[src/rtl/mem_port_arbiter.sv]
// Arbitrates the single-port main memory between instruction fetch and stage-three data access.
// Grant in IDLE, WAIT_CYCLES BUSY cycles, registered one-cycle valid; requesters stall until their valid.
module mem_port_arbiter #(
    parameter int ADDR_W       = 16,
    parameter int DATA_W       = 16,
    parameter int WAIT_CYCLES  = 1,
    parameter int STARVE_LIMIT = 4
) (
    input  logic              clk,
    input  logic              rst,
    input  logic              halt_sys,
    input  logic              if_req,
    input  logic [ADDR_W-1:0] if_addr,
    output logic [DATA_W-1:0] if_rdata,
    output logic              if_valid,
    input  logic              d_req,
    input  logic              d_wr,
    input  logic [ADDR_W-1:0] d_addr,
    input  logic [DATA_W-1:0] d_wdata,
    output logic [DATA_W-1:0] d_rdata,
    output logic              d_valid,
    output logic              stall_if,
    output logic              stall_mem,
    output logic [ADDR_W-1:0] mem_address,
    output logic              mem_write_en,
    output logic [DATA_W-1:0] mem_write_data,
    input  logic [DATA_W-1:0] mem_data_out
);

    localparam int WCW = (WAIT_CYCLES > 1) ? $clog2(WAIT_CYCLES) : 1;
    localparam int SCW = (STARVE_LIMIT > 0) ? $clog2(STARVE_LIMIT + 1) : 1;

    typedef enum logic [1:0] {IDLE, BUSY_D, BUSY_I, HALT} state_t;

    state_t            state;
    state_t            state_nxt;
    logic [WCW-1:0]    wait_cnt;
    logic [SCW-1:0]    starve_cnt;
    logic [ADDR_W-1:0] lat_addr;
    logic              lat_wr;
    logic [DATA_W-1:0] lat_wdata;

    logic d_elig;
    logic i_elig;
    logic force_if;
    logic grant_d;
    logic grant_i;
    logic busy;
    logic last_busy;

    // A request seen in the same cycle as its own valid pulse is the one just completed.
    assign d_elig    = d_req & ~d_valid;
    assign i_elig    = if_req & ~if_valid;
    assign force_if  = (STARVE_LIMIT != 0) && (starve_cnt == SCW'(STARVE_LIMIT));
    assign busy      = (state == BUSY_D) || (state == BUSY_I);
    assign last_busy = (wait_cnt == WCW'(WAIT_CYCLES - 1));

    always_comb begin
        state_nxt = state;
        grant_d   = 1'b0;
        grant_i   = 1'b0;
        case (state)
            IDLE: begin
                if (halt_sys) begin
                    state_nxt = HALT;
                end else if (d_elig && i_elig) begin
                    grant_i = force_if;
                    grant_d = ~force_if;
                end else begin
                    grant_d = d_elig;
                    grant_i = i_elig;
                end
                if (grant_d) state_nxt = BUSY_D;
                if (grant_i) state_nxt = BUSY_I;
            end
            BUSY_D, BUSY_I: begin
                if (last_busy) state_nxt = IDLE;
            end
            HALT: begin
                if (!halt_sys) state_nxt = IDLE;
            end
            default: state_nxt = IDLE;
        endcase
    end

    always_comb begin
        mem_address    = '0;
        mem_write_en   = 1'b0;
        mem_write_data = '0;
        if (busy) begin
            mem_address = lat_addr;
            if (lat_wr) mem_write_data = lat_wdata;
            // Write strobe only once so a long wait never re-commits the store.
            mem_write_en = (state == BUSY_D) && lat_wr && (wait_cnt == '0);
        end
    end

    assign stall_if  = if_req & ~if_valid;
    assign stall_mem = d_req & ~d_valid;

    always_ff @(posedge clk or posedge rst) begin
        if (rst) begin
            state      <= IDLE;
            wait_cnt   <= '0;
            starve_cnt <= '0;
            lat_addr   <= '0;
            lat_wr     <= 1'b0;
            lat_wdata  <= '0;
            if_rdata   <= '0;
            if_valid   <= 1'b0;
            d_rdata    <= '0;
            d_valid    <= 1'b0;
        end else begin
            state    <= state_nxt;
            if_valid <= 1'b0;
            d_valid  <= 1'b0;

            if (grant_d || grant_i) begin
                lat_addr  <= grant_d ? d_addr : if_addr;
                lat_wr    <= grant_d & d_wr;
                lat_wdata <= grant_d ? d_wdata : '0;
                wait_cnt  <= '0;
            end else if (busy) begin
                wait_cnt <= wait_cnt + 1'b1;
            end

            if (busy && last_busy) begin
                if (state == BUSY_I) begin
                    if_rdata <= mem_data_out;
                    if_valid <= 1'b1;
                end else begin
                    if (!lat_wr) d_rdata <= mem_data_out;
                    d_valid <= 1'b1;
                end
            end

            if (grant_i || (state == IDLE && !if_req)) begin
                starve_cnt <= '0;
            end else if (grant_d && if_req && (starve_cnt != SCW'(STARVE_LIMIT))) begin
                starve_cnt <= starve_cnt + 1'b1;
            end
        end
    end

endmodule

[config.mk]
export PLATFORM = sky130hd
export DESIGN_NAME = mem_port_arbiter
export DESIGN_NICKNAME = d
export VERILOG_FILES = /design/src/rtl/mem_port_arbiter.sv
export SDC_FILE = /design/constraint.sdc
export NUM_CORES = 1
export LEC_CHECK = 0
export BUFFER_PORTS_ARGS = -buffer_cell sky130_fd_sc_hd__buf_2
export CAP_MARGIN = 10
export CORE_ASPECT_RATIO = 1.4
export CORE_MARGIN = 1
export CORE_UTILIZATION = 27
export CTS_CLUSTER_DIAMETER = 200
export DETAILED_ROUTE_END_ITERATION = 10
export HOLD_SLACK_MARGIN = 0.15
export MAX_ROUTING_LAYER = met4
export SLEW_MARGIN = 5
export SYNTH_ARGS = -nofsm -noshare
export SYNTH_HDL_FRONTEND = slang
export SYNTH_SLANG_ARGS = --single-unit
[constraint.sdc]
create_clock -name clk -period 2.9 [get_ports clk]
set_input_delay 0.58 -clock clk [delete_from_list [all_inputs] [get_ports clk]]
set_output_delay 0.58 -clock clk [all_outputs]
set_load 0.005 [all_outputs]
==> run summary <==
GRT overflow: 0
Kind of critical path: reg -> out
Worst path required time: 2.32 ns
Netlist cell types: 39
Hold Fails Final Rpt: 0
Met1 Usage GRT: 15.19%
Die area: 12,870 sq um
Nets: 532
RSZ-0062 raised after global routing: no
Starting density of the core: 28.08%
Power per cell area: 1108 nW/um^2
Design area: 4476 sq um
GRT Max-Usage Layer: met2
CTS tree: done
Syn-to-layout area delta: 33.52%
Maximum fanout along the worst path: 30
Final Skew: 0.004197 ns
Post-DRT Antenna Nets: 0
Final weighted congestion in routability-driven placement: 0.7425
CTS root buf: clkbuf_16
Slew Limit Fails: 0
Clock share of power: 21.8%
Net Sw Frac: 34.19%
Status: completed
Post-synth top cells: dfrtp_1 (73), nand2_1 (65), a21oi_1 (34), nor2_1 (19), a22o_1 (17)
Drc violations: 0
DR WL/cell: 13.67 microns
Layout Utilization: 37.49%
Placed insts: 591
# Max-Cap Violations: 0
Slew @ Worst Pin: 0.8030 ns
First-pass GRT wire length: 13,220 microns
Via density: 4.564
Post-DP HPWL: 6030 microns
PortBufs: 138
Vias: 2,766
Share of cells above drive strength 1: 41.18%
Int Pwr: 0.003264 W
Count of flip-flops with a built-in enable after synthesis: 0
Syn Inst Count: 317
Clk_lat worst skew: 0.32 ns
CTS buffer count: 9
Most numerous cell in the Yosys netlist: dfrtp_1
Initial antenna violation count: 0
Setup Viol. Count Final: 0
M3 GR Usage: 3.571%
Pwr Total: 0.004959 W
Antenna diode count: 0
Comb power frac: 41.7%
Share of the synthesized area in the top cell type: 54.50%
Max Buffers Root-to-Sink: 2
Core area: 11,940 sq um
Worst EP arrival: 1.91 ns
Num Clock Sinks: 73
LEAKAGE: 2.370 nW
Synth warn: 0
Top FF cell, synth: dfrtp_1
Met2 GRT Util: 23.48%
Initial drt markers: 54
Shortest period the worst path allows: 2.493 ns
Cell taking the most area after synthesis: dfrtp_1
Largest net degree at the start of global routing: 43
Syn_nets: 394
Avg Cell Area, Syn: 10.57 sq um
Synth area leaders: dfrtp_1 (54%), nand2_1 (7.3%), a21oi_1 (5.1%), mux2_2 (5.0%), a22o_1 (4.4%)
Hold_buf cts: 0
Seq/Total Area, Yosys: 54.50%
Seq pwr share: 36.5%
Die width: 96.17 microns
Drt first pass iters: 4
Asr flop ratio synth: 100.0%
Worst ir drop on vdd: 400.6 uV
Fin cells: 606
Num rows: 47
Max frequency: 401.2 MHz
Post-synthesis cell area: 3352 sq um
Switching pwr: 0.001695 W
Tcrit/Tclk final: 85.95%
Top Ports: 139
CP Launch Type: register
Htree depth: 3
Number of global-route vias before repair: 2,783
Synth Register Bits: 73
Hold Path Class: in -> async
Crit. End Element: output port
Clk slew on worst S/H paths: 0.06 ns
Final WL: 8284 microns
Placed standard-cell area: 4177 sq um
Setup_tns: 0 ns
Gr usage total: 13.85%
Slew HR: 46.46%
Chip height: 133.8 microns
[cell usage in the layout (no fill, tap or decap), drive strengths merged]
master / Yosys / routed
ha: 7 / 7
a21o: 1 / 1
a211o: 1 / 1
nand2: 66 / 66
clkinv: 1 / 3
nor2: 20 / 20
xnor2: 1 / 1
bufinv: 0 / 1
clkbuf: 5 / 12
and4b: 1 / 1
a221oi: 1 / 1
nand2b: 5 / 5
a21oi: 35 / 35
dfrtp: 73 / 73
inv: 8 / 8
a21boi: 1 / 1
a22o: 17 / 17
nand3b: 1 / 1
and3: 16 / 16
and2: 16 / 16
buf: 11 / 143
or4: 1 / 1
a31oi: 1 / 1
nand4: 1 / 1
o21ai: 5 / 5
nor3: 2 / 2
nor2b: 1 / 1
mux2i: 3 / 3
mux2: 16 / 16
[cell type report]
type	instances	area [sq um]
Timing Repair Buffer	143	740.7
Clock inverter	3	40.04
Clock buffer	12	256.5
Sequential cell	73	1827
Fill cell	1223	7462
Tap cell	147	183.9
Inverter	9	33.78
Multi-Input combinational cell	219	1394
[power groups by stage]
stage / Clock, W / Combinational, W / Sequential, W
6_report: 0.00108 / 0.00207 / 0.00181
5_1_grt: 0.00117 / 0.00233 / 0.00188
4_1_cts: 0.00112 / 0.00211 / 0.00181
3_5_place_dp: 0 / 0.00211 / 0.00182
3_3_place_gp: 0 / 0.00205 / 0.00180
2_1_floorplan: 0 / 0.00136 / 0.00176
[sequential cells by signal (all words and copies together) (netlist names)]
name	count
d_valid	1
if_valid	1
if_rdata	16
starve_cnt	3
lat_wr	1
lat_addr	16
lat_wdata	16
wait_cnt	1
d_rdata	16
state	2
[layer usage]
layer	wire, microns	share of wire, %
met5	0	0
met3	540	6.5
met2	4196	51
met1	3397	41
met4	150	1.8
[path summary, 6_finish.rpt]
kind | endpoint | startpoint | cells past startpoint | slack (ns)
min reg2reg | if_rdata[13] | if_rdata[13] | 2 | 0.47
max in group asynchronous | if_valid | rst | 3 | 1.88
max | mem_address[12] | state[0] | 5 | 0.41
min | d_rdata[14] | rst | 2 | 0.36
min in group clk | if_rdata[8] | mem_data_out[8] | 3 | 0.45
max reg2reg | d_rdata[1] | state[0] | 6 | 0.78
[repair_timing]
item / CTS / global route
endpoints found under the setup margin: 0 / 6
buffers inserted: 0 / 0
gates resized for setup: 0 / 1
[per-stage QoR]
step / hold slack (ns) / worst slack, ns
after detailed placement: 0.4600 / 0.4644
after floorplan: 0.4644 / 0.4667
after global placement: 0.4545 / 0.5533
after CTS: 0.3837 / 0.09361
after global routing: 0.4240 / 0.2477
final: 0.3554 / 0.4073
[cells by family after synthesis]
group,after synthesis,synth area share (%)
AOI/OAI and AO/OA,62,12.77
xor gates and xnor gates,1,0.2613
adders and majority gates,7,2.613
buffers and inverters,25,3.994
DFF,73,54.50
muxes,19,6.271
and+or+nand+nor,130,19.60
[critical path, cell delays in order (launching register included)]
cell     delay [ns]
dfrtp_1        0.37
inv_1          0.11
ha_2           0.64
buf_4          0.24
and2_1         0.12
buf_2          0.10
No activity file was read; power rests on OpenSTA's default activity.
